[src/rtl/alu_classify_pipe_pkg.sv]
// Shared opcode type and ALU evaluation for alu_classify_pipe.
// alu_eval works on operands sign-extended to 64 bits, which limits WIDTH to 8..64.
package alu_classify_pkg;

  typedef enum logic [2:0] {
    OP_ADD = 3'd0,
    OP_SUB = 3'd1,
    OP_AND = 3'd2,
    OP_OR  = 3'd3,
    OP_XOR = 3'd4,
    OP_SLT = 3'd5,
    OP_SHL = 3'd6,
    OP_SRA = 3'd7
  } alu_op_e;

  localparam int unsigned EVAL_W = 64;

  // Returns {ovf, result}; only bits [msb:0] of the result are meaningful to the caller.
  function automatic logic [EVAL_W:0] alu_eval(
    input alu_op_e           op,
    input logic [EVAL_W-1:0] a,
    input logic [EVAL_W-1:0] b,
    input logic [5:0]        shamt,
    input logic [5:0]        msb
  );
    logic [EVAL_W-1:0] r;
    logic              ovf;
    r   = '0;
    ovf = 1'b0;
    case (op)
      OP_ADD: begin
        r   = a + b;
        ovf = (a[msb] == b[msb]) && (r[msb] != a[msb]);
      end
      OP_SUB: begin
        r   = a - b;
        ovf = (a[msb] != b[msb]) && (r[msb] != a[msb]);
      end
      OP_AND:  r = a & b;
      OP_OR:   r = a | b;
      OP_XOR:  r = a ^ b;
      OP_SLT:  r = {{(EVAL_W-1){1'b0}}, ($signed(a) < $signed(b))};
      OP_SHL:  r = a << shamt;
      OP_SRA:  r = $signed(a) >>> shamt;
      default: r = '0;
    endcase
    return {ovf, r};
  endfunction

endpackage

[src/rtl/alu_classify_pipe_if.sv]
// Operand and result handshake bundle between source, alu_classify_pipe and consumer.
interface alu_classify_pipe_if #(
  parameter int WIDTH = 32
) ();
  logic             in_valid;
  logic             in_ready;
  logic [WIDTH-1:0] D0;
  logic [WIDTH-1:0] D1;
  logic [2:0]       Command;
  logic             out_valid;
  logic             out_ready;
  logic [WIDTH-1:0] Q;
  logic             Low;
  logic             Media;
  logic             High;
  logic             Ovf;

  modport master (
    output in_valid, D0, D1, Command, out_ready,
    input  in_ready, out_valid, Q, Low, Media, High, Ovf
  );

  modport slave (
    input  in_valid, D0, D1, Command, out_ready,
    output in_ready, out_valid, Q, Low, Media, High, Ovf
  );
endinterface

[src/rtl/alu_classify_pipe_band_classifier.sv]
// Combinational Low/Media/High banding of a signed result with strict compares.
module alu_band_classifier #(
  parameter int     WIDTH   = 32,
  parameter longint LOW_TH  = -64'sd1000000000,
  parameter longint MID_TH  = 64'sd10000000,
  parameter longint HIGH_TH = 64'sd1000000000
) (
  input  logic [WIDTH-1:0] Q,
  output logic             Low,
  output logic             Media,
  output logic             High
);
  logic signed [63:0] q_ext_s;

  // Bands may leave gaps or overlap depending on the thresholds chosen.
  always_comb begin
    q_ext_s = 64'(signed'(Q));
    Low     = (q_ext_s < LOW_TH);
    Media   = (q_ext_s > -MID_TH) && (q_ext_s < MID_TH);
    High    = (q_ext_s > HIGH_TH);
  end
endmodule

[src/rtl/alu_classify_pipe.sv]
// Two-stage valid/ready ALU with result banding, overflow flag and saturating band counters.
module alu_classify_pipe
  import alu_classify_pkg::*;
#(
  parameter int     WIDTH   = 32,
  parameter longint LOW_TH  = -64'sd1000000000,
  parameter longint MID_TH  = 64'sd10000000,
  parameter longint HIGH_TH = 64'sd1000000000,
  parameter int     CNT_W   = 16
) (
  input  logic                 Clk,
  input  logic                 Reset,
  alu_classify_pipe_if.slave   bus,
  input  logic                 clr_cnt,
  output logic [CNT_W-1:0]     low_cnt,
  output logic [CNT_W-1:0]     mid_cnt,
  output logic [CNT_W-1:0]     high_cnt
);
  localparam int               SH_W    = $clog2(WIDTH);
  localparam logic [5:0]       MSB     = 6'(WIDTH - 1);
  localparam logic [CNT_W-1:0] CNT_MAX = '1;

  logic             s1_valid_q, s1_valid_d;
  logic [WIDTH-1:0] s1_d0_q, s1_d0_d, s1_d1_q, s1_d1_d;
  alu_op_e          s1_op_q, s1_op_d;

  logic             out_valid_q, out_valid_d;
  logic [WIDTH-1:0] q_q, q_d;
  logic             low_q, low_d, media_q, media_d, high_q, high_d, ovf_q, ovf_d;

  logic [CNT_W-1:0] low_cnt_q, low_cnt_d, mid_cnt_q, mid_cnt_d, high_cnt_q, high_cnt_d;

  logic             s2_adv_s, in_fire_s, s1_adv_s, handoff_s;
  logic [EVAL_W:0]  eval_s;
  logic [WIDTH-1:0] alu_q_s;
  logic             alu_ovf_s, band_low_s, band_media_s, band_high_s;
  logic             unused_s;

  function automatic logic [CNT_W-1:0] cnt_next(
    input logic [CNT_W-1:0] cnt,
    input logic             inc,
    input logic             clr
  );
    logic [CNT_W-1:0] n;
    if (clr) begin
      n = '0;
    end else if (inc && (cnt != CNT_MAX)) begin
      n = cnt + CNT_W'(1);
    end else begin
      n = cnt;
    end
    return n;
  endfunction

  assign s2_adv_s     = !out_valid_q || bus.out_ready;
  assign bus.in_ready = (!s1_valid_q || s2_adv_s) && !Reset;
  assign in_fire_s    = bus.in_valid && bus.in_ready;
  assign s1_adv_s     = s1_valid_q && s2_adv_s;
  assign handoff_s    = out_valid_q && bus.out_ready;

  assign eval_s    = alu_eval(s1_op_q, 64'(signed'(s1_d0_q)), 64'(signed'(s1_d1_q)),
                              6'(s1_d1_q[SH_W-1:0]), MSB);
  assign alu_q_s   = eval_s[WIDTH-1:0];
  assign alu_ovf_s = eval_s[EVAL_W];
  assign unused_s  = &{1'b0, eval_s[EVAL_W-1:WIDTH-1]};

  alu_band_classifier #(
    .WIDTH  (WIDTH),
    .LOW_TH (LOW_TH),
    .MID_TH (MID_TH),
    .HIGH_TH(HIGH_TH)
  ) u_band (
    .Q    (alu_q_s),
    .Low  (band_low_s),
    .Media(band_media_s),
    .High (band_high_s)
  );

  // S1 capture; a new beat may load in the same cycle the old one advances.
  always_comb begin
    s1_valid_d = s1_valid_q;
    s1_d0_d    = s1_d0_q;
    s1_d1_d    = s1_d1_q;
    s1_op_d    = s1_op_q;
    if (in_fire_s) begin
      s1_valid_d = 1'b1;
      s1_d0_d    = bus.D0;
      s1_d1_d    = bus.D1;
      s1_op_d    = alu_op_e'(bus.Command);
    end else if (s1_adv_s) begin
      s1_valid_d = 1'b0;
    end else begin
      s1_valid_d = s1_valid_q;
    end
  end

  // S2 result; held while the consumer stalls.
  always_comb begin
    out_valid_d = out_valid_q;
    q_d         = q_q;
    low_d       = low_q;
    media_d     = media_q;
    high_d      = high_q;
    ovf_d       = ovf_q;
    if (s1_adv_s) begin
      out_valid_d = 1'b1;
      q_d         = alu_q_s;
      low_d       = band_low_s;
      media_d     = band_media_s;
      high_d      = band_high_s;
      ovf_d       = alu_ovf_s;
    end else if (handoff_s) begin
      out_valid_d = 1'b0;
    end else begin
      out_valid_d = out_valid_q;
    end
  end

  // Band counters count handed-off results only.
  always_comb begin
    low_cnt_d  = cnt_next(low_cnt_q,  handoff_s && low_q,   clr_cnt);
    mid_cnt_d  = cnt_next(mid_cnt_q,  handoff_s && media_q, clr_cnt);
    high_cnt_d = cnt_next(high_cnt_q, handoff_s && high_q,  clr_cnt);
  end

  // State registers for both stages and the counters.
  always_ff @(posedge Clk or posedge Reset) begin
    if (Reset) begin
      s1_valid_q  <= 1'b0;
      s1_d0_q     <= '0;
      s1_d1_q     <= '0;
      s1_op_q     <= OP_ADD;
      out_valid_q <= 1'b0;
      q_q         <= '0;
      low_q       <= 1'b0;
      media_q     <= 1'b0;
      high_q      <= 1'b0;
      ovf_q       <= 1'b0;
      low_cnt_q   <= '0;
      mid_cnt_q   <= '0;
      high_cnt_q  <= '0;
    end else begin
      s1_valid_q  <= s1_valid_d;
      s1_d0_q     <= s1_d0_d;
      s1_d1_q     <= s1_d1_d;
      s1_op_q     <= s1_op_d;
      out_valid_q <= out_valid_d;
      q_q         <= q_d;
      low_q       <= low_d;
      media_q     <= media_d;
      high_q      <= high_d;
      ovf_q       <= ovf_d;
      low_cnt_q   <= low_cnt_d;
      mid_cnt_q   <= mid_cnt_d;
      high_cnt_q  <= high_cnt_d;
    end
  end

  assign bus.out_valid = out_valid_q;
  assign bus.Q         = q_q;
  assign bus.Low       = low_q;
  assign bus.Media     = media_q;
  assign bus.High      = high_q;
  assign bus.Ovf       = ovf_q;
  assign low_cnt       = low_cnt_q;
  assign mid_cnt       = mid_cnt_q;
  assign high_cnt      = high_cnt_q;
endmodule

[src/flat_wrapper.sv]
// flat-port wrapper written by rule: the top's interface ports become plain ports
module alu_classify_pipe_flat import alu_classify_pkg::*;
#(
  parameter int     WIDTH   = 32,
  parameter longint LOW_TH  = -64'sd1000000000,
  parameter longint MID_TH  = 64'sd10000000,
  parameter longint HIGH_TH = 64'sd1000000000,
  parameter int     CNT_W   = 16
)
  (Clk, Reset, clr_cnt, low_cnt, mid_cnt, high_cnt, bus_in_valid, bus_D0, bus_D1, bus_Command, bus_out_ready, bus_in_ready, bus_out_valid, bus_Q, bus_Low, bus_Media, bus_High, bus_Ovf);
  alu_classify_pipe_if #(.WIDTH(WIDTH)) bus_i ();
  input  logic Clk;
  input  logic Reset;
  input  logic clr_cnt;
  output logic [CNT_W-1:0] low_cnt;
  output logic [CNT_W-1:0] mid_cnt;
  output logic [CNT_W-1:0] high_cnt;
  input wire logic [$bits(bus_i.in_valid)-1:0] bus_in_valid;
  input wire logic [$bits(bus_i.D0)-1:0] bus_D0;
  input wire logic [$bits(bus_i.D1)-1:0] bus_D1;
  input wire logic [$bits(bus_i.Command)-1:0] bus_Command;
  input wire logic [$bits(bus_i.out_ready)-1:0] bus_out_ready;
  output wire logic [$bits(bus_i.in_ready)-1:0] bus_in_ready;
  output wire logic [$bits(bus_i.out_valid)-1:0] bus_out_valid;
  output wire logic [$bits(bus_i.Q)-1:0] bus_Q;
  output wire logic [$bits(bus_i.Low)-1:0] bus_Low;
  output wire logic [$bits(bus_i.Media)-1:0] bus_Media;
  output wire logic [$bits(bus_i.High)-1:0] bus_High;
  output wire logic [$bits(bus_i.Ovf)-1:0] bus_Ovf;
  assign bus_i.in_valid = bus_in_valid;
  assign bus_i.D0 = bus_D0;
  assign bus_i.D1 = bus_D1;
  assign bus_i.Command = bus_Command;
  assign bus_i.out_ready = bus_out_ready;
  assign bus_in_ready = bus_i.in_ready;
  assign bus_out_valid = bus_i.out_valid;
  assign bus_Q = bus_i.Q;
  assign bus_Low = bus_i.Low;
  assign bus_Media = bus_i.Media;
  assign bus_High = bus_i.High;
  assign bus_Ovf = bus_i.Ovf;
  alu_classify_pipe #(.WIDTH(WIDTH), .LOW_TH(LOW_TH), .MID_TH(MID_TH), .HIGH_TH(HIGH_TH), .CNT_W(CNT_W)) u_core (.Clk(Clk), .Reset(Reset), .bus(bus_i), .clr_cnt(clr_cnt), .low_cnt(low_cnt), .mid_cnt(mid_cnt), .high_cnt(high_cnt));
endmodule
[config.mk]
export PLATFORM = sky130hd
export DESIGN_NAME = alu_classify_pipe_flat
export DESIGN_NICKNAME = d
export VERILOG_FILES = /design/src/rtl/alu_classify_pipe_pkg.sv /design/src/rtl/alu_classify_pipe_if.sv /design/src/rtl/alu_classify_pipe_band_classifier.sv /design/src/rtl/alu_classify_pipe.sv /design/src/flat_wrapper.sv
export SDC_FILE = /design/constraint.sdc
export NUM_CORES = 1
export LEC_CHECK = 0
export BUFFER_PORTS_ARGS = -buffer_cell sky130_fd_sc_hd__buf_2
export CAP_MARGIN = 25
export CELL_PAD_IN_SITES_DETAIL_PLACEMENT = 0
export CELL_PAD_IN_SITES_GLOBAL_PLACEMENT = 1
export CORE_ASPECT_RATIO = 1.75
export CORE_MARGIN = 10
export CORE_UTILIZATION = 46
export CTS_CLUSTER_DIAMETER = 80
export DETAILED_ROUTE_END_ITERATION = 7
export HOLD_SLACK_MARGIN = 0.15
export PLACE_DENSITY_LB_ADDON = 0.1
export SLEW_MARGIN = 20
export SYNTH_ARGS = -nofsm -noshare
export SYNTH_HDL_FRONTEND = slang
export SYNTH_SLANG_ARGS = --single-unit
[constraint.sdc]
create_clock -name Clk -period 5.2 [get_ports Clk]
set_input_delay 0.52 -clock Clk [delete_from_list [all_inputs] [get_ports Clk]]
set_output_delay 0.52 -clock Clk [all_outputs]
set_load 0.02 [all_outputs]
==> impl_metrics.prom <==
# TYPE chip_impl_metric gauge
chip_impl_info{name="status",value="finished clean"} 1
chip_impl_metric{name="drt_first_iter_violations",unit=""} 2025
chip_impl_metric{name="fillers",unit=""} 3347
chip_impl_metric{name="power.leakage",unit="nW"} 8.10
chip_impl_info{name="clock-root-buffer",value="clkbuf_16"} 1
chip_impl_metric{name="route.detailed.drc",unit=""} 0
chip_impl_metric{name="global_route_wire_length_before_repair",unit="mm"} 111
chip_impl_metric{name="vias_per_cell",unit=""} 6.60
chip_impl_metric{name="final.period_utilization",unit="%"} 90.2
chip_impl_metric{name="antenna_found_initial",unit=""} 0
chip_impl_metric{name="avgSynthCellArea",unit="um^2"} 8.00
chip_impl_metric{name="grt_util_met1",unit="%"} 36.3
chip_impl_metric{name="die_x",unit="um"} 161
chip_impl_metric{name="wl_per_cell",unit="um"} 28.7
chip_impl_info{name="critical_path.startpoint_type",value="flop"} 1
chip_impl_metric{name="cts_made_buffers",unit=""} 17
chip_impl_metric{name="global_routing_usage_on_met3",unit="%"} 5.74
chip_impl_metric{name="finalSetupTns",unit="ns"} 0
chip_impl_metric{name="finalPower",unit="mW"} 8.02
chip_impl_metric{name="portBuffers",unit=""} 157
chip_impl_metric{name="netlist_area",unit="mm^2"} 0.0160
chip_impl_metric{name="drt_pass1_iterations",unit=""} 6
chip_impl_metric{name="floorplan.core_area",unit="mm^2"} 0.0343
chip_impl_metric{name="cap_viol_max_count",unit=""} 0
chip_impl_metric{name="period_minus_slack",unit="ns"} 4.69
chip_impl_metric{name="die-height",unit="um"} 266
chip_impl_metric{name="ctsLongestPathBuffers",unit=""} 2
chip_impl_metric{name="rows",unit=""} 90
chip_impl_info{name="yosys_most_used_dff",value="dfrtp_1"} 1
chip_impl_metric{name="powerDensity",unit="mW/mm^2"} 441
chip_impl_metric{name="gpl.final_weighted_congestion",unit=""} 1.07
chip_impl_metric{name="final_layout_size_suffix_gt1_share",unit="%"} 20.4
chip_impl_metric{name="first_global_vias",unit=""} 17353
chip_impl_metric{name="setup-violations-final",unit=""} 0
chip_impl_info{name="crit_type",value="reg2reg"} 1
chip_impl_metric{name="timing_worst_slew_pin_value",unit="ns"} 1.15
chip_impl_metric{name="yosysWarnings",unit=""} 0
chip_impl_metric{name="synth-edff-count",unit=""} 0
chip_impl_metric{name="layout-area-overhead-vs-synth",unit="%"} 14.0
chip_impl_metric{name="nets",unit=""} 2323
chip_impl_metric{name="grt_max_degree",unit=""} 100
chip_impl_info{name="busiest_layer",value="met2"} 1
chip_impl_info{name="rsz0062_at_grt",value="no"} 1
chip_impl_metric{name="clock-skew-final",unit="ns"} 0.0253
chip_impl_info{name="cts_tree",value="yes"} 1
chip_impl_metric{name="grt_util_met2",unit="%"} 60.8
chip_impl_metric{name="critPathRequiredTime",unit="ns"} 5.59
chip_impl_metric{name="hold_viol",unit=""} 0
chip_impl_metric{name="vdd_drop_max",unit="V"} 0.000226
chip_impl_metric{name="timing.slew.headroom",unit="%"} 23.2
chip_impl_metric{name="synth_sequential_area_ratio",unit="%"} 24.0
chip_impl_metric{name="n_antenna_cell",unit=""} 0
chip_impl_metric{name="top_level_ports",unit=""} 158
chip_impl_metric{name="register_bit_total_from_synthesis",unit=""} 153
chip_impl_metric{name="final_antenna_net_count",unit=""} 0
chip_impl_metric{name="timing_max_transition_violations_final",unit=""} 0
chip_impl_metric{name="fmax",unit="MHz"} 213
chip_impl_metric{name="cts_sinks",unit=""} 153
chip_impl_metric{name="critical_path.max_fanout",unit=""} 7
chip_impl_metric{name="mappedNetlistNets",unit=""} 2168
chip_impl_metric{name="maximum_level_of_the_cts_h_tree",unit=""} 4
chip_impl_metric{name="worstSkewPairLatency",unit="ns"} 0.47
chip_impl_metric{name="postSynthCellCount",unit=""} 1994
chip_impl_info{name="holdCritPathClass",value="in2reg"} 1
chip_impl_metric{name="track_usage",unit="%"} 34.1
chip_impl_metric{name="design.die.area",unit="mm^2"} 0.0428
chip_impl_metric{name="routed-via-count",unit=""} 17306
chip_impl_metric{name="global_route.overflow_total",unit=""} 0
chip_impl_metric{name="synth_cell_types",unit=""} 98
chip_impl_metric{name="drt-total-wl",unit="mm"} 75.3
chip_impl_metric{name="clk_transition_reported_paths",unit="ns"} 0.08
chip_impl_metric{name="dpl_hpwl",unit="mm"} 59.1
chip_impl_info{name="crit_path_end_kind",value="flop"} 1
chip_impl_metric{name="synthArstFlopShare",unit="%"} 100
chip_impl_metric{name="worst_ep_arrival_time",unit="ns"} 5.08
chip_impl_metric{name="floorplan.initialDensity",unit="%"} 46.5
flip-flops by register name, indices dropped and copies added, names as in the netlist, 3 cells and up:
| signal | count |
|---|---|
| u_core.s1_op_q | 3 |
| u_core.s1_d0_q | 32 |
| u_core.low_cnt | 16 |
| u_core.s1_d1_q | 32 |
| u_core.high_cnt | 16 |
| u_core.mid_cnt | 16 |
| u_core.bus.Q | 32 |
synth_stat cells, types with 43 or more instances:
cell type | n | area (um^2)
dfrtp_1 | 153 | 3830
nand2_1 | 199 | 747
nand3_1 | 54 | 270
a21oi_1 | 140 | 701
nor2_1 | 190 | 713
mux2_2 | 89 | 1000
nor3_1 | 43 | 215
ha_1 | 100 | 1250
clkbuf_1 | 84 | 315
inv_1 | 112 | 420
mux2i_1 | 70 | 701
o21ai_0 | 120 | 601
placed cells by master (no fill, tap or decap), types with 9 or more instances in the layout:
cell type / Yosys / layout
dfrtp_1: 153 / 151
o22ai_1: 35 / 35
a221oi_1: 17 / 17
inv_1: 112 / 111
nor3_1: 43 / 43
o21ai_0: 120 / 120
or3_1: 24 / 24
clkbuf_16: 0 / 17
and2_1: 14 / 14
o221ai_1: 9 / 9
nor4_1: 26 / 26
ha_1: 100 / 100
and3_1: 20 / 20
a21oi_1: 140 / 140
a31oi_1: 20 / 20
nand4_1: 25 / 25
mux2i_1: 70 / 70
a22oi_1: 23 / 23
mux2_2: 89 / 89
nor2b_1: 21 / 21
o211ai_1: 35 / 35
nand2_1: 199 / 197
nand3_1: 54 / 54
buf_4: 0 / 103
nor2_1: 190 / 189
a21o_1: 13 / 13
a211oi_1: 17 / 17
buf_2: 15 / 158
mux4_2: 15 / 15
xnor2_1: 36 / 36
nand2b_1: 20 / 20
o21a_1: 10 / 10
o31ai_1: 16 / 16
xor2_1: 13 / 13
worst max-delay path, cell delays in order (launching register included):
cell and delay, ns:
dfrtp_1 0.46, ha_1 0.27, fa_1 0.43, a211oi_2 0.35, o211ai_2 0.20, a311oi_4 0.47, nand2_2 0.11, a2111oi_2 0.45
nor4_1 0.09, or3b_1 0.49, nand4b_1 0.23, a2111oi_0 0.60, o211ai_1 0.16, o311ai_1 0.12, o211a_1 0.18
what timing repair did:
item / CTS / global route
gates resized for setup: 0 / 0
setup endpoints to repair: 0 / 0
buffers inserted: 0 / 0
endpoints found under the hold margin: 0 / 28
hold buffers: 0 / 1
layer usage:
layer	vias to the layer above	part of all wire, %
met5	-	0
met4	0	8.0
met3	317	6.8
met2	995	50
met1	8340	35
li1	7654	-
layout make-up:
| type | instances | area, um^2 | share of cell area (%) |
|---|---|---|---|
| clock buffer | 18 | 429 | 2.36 |
| clock inverter | 14 | 155 | 0.853 |
| inverter | 115 | 437 | 2.40 |
| multi-input combinational | 1597 | 11100 | 61.1 |
| sequential | 153 | 3830 | 21.1 |
| tap | 460 | 576 | 3.17 |
| timing repair buffer | 265 | 1640 | 9.03 |
path summary, 6_finish.rpt:
check | to | start | cells past startpoint | slack, ns
max | u_core.bus.Media | u_core.s1_d0_q[0] | 14 | 0.51
min | u_core.s1_d0_q[21] | bus_D0[21] | 2 | 0.27
max reg2reg | u_core.bus.Media | u_core.s1_d0_q[0] | 14 | 0.51
min reg2reg | u_core.bus.Q[16] | u_core.bus.Q[16] | 2 | 0.48
max in group asynchronous | u_core.bus.Q[22] | Reset | 4 | 3.57
min in group asynchronous | u_core.s1_valid_q | Reset | 3 | 0.60
where the power goes:
group	internal [mW]	leakage, nW	switching (mW)	total [mW]
combinational	1.70	5.89	3.37	5.06
clock	0.680	0.277	0.618	1.30
sequential	1.41	1.93	0.250	1.66
total	3.79	8.10	4.23	8.02
stage by stage:
step / area [um^2] / setup WS, ns / hold WS [ns] / utilization [%] / std cells
final: 18200 / 0.511 / 0.273 / 52.9 / 2622
after global routing: 18200 / 0.282 / 0.278 / 52.9 / 2622
after CTS: 18100 / 0.660 / 0.269 / 52.8 / 2619
after detailed placement: 17600 / 0.692 / 0.467 / 51.1 / 2587
after global placement: 17600 / 0.756 / 0.461 / 51.1 / 2587
after floorplan: 16000 / 0.559 / 0.486 / - / 1994
kinds of logic after synthesis:
| kind of cell | count (synthesis) | synth area share (%) |
|---|---|---|
| AND/OR/NAND/NOR | 677 | 20.1 |
| AO/OA/AOI/OAI | 584 | 24.8 |
| buffers and inverters | 244 | 6.49 |
| multiplexers | 185 | 13.8 |
| flip-flops | 153 | 24.0 |
| adder cells (fa/ha/maj) | 102 | 8.09 |
| XOR/XNOR | 49 | 2.69 |
Note: power is estimated with default switching activity, not from simulation.
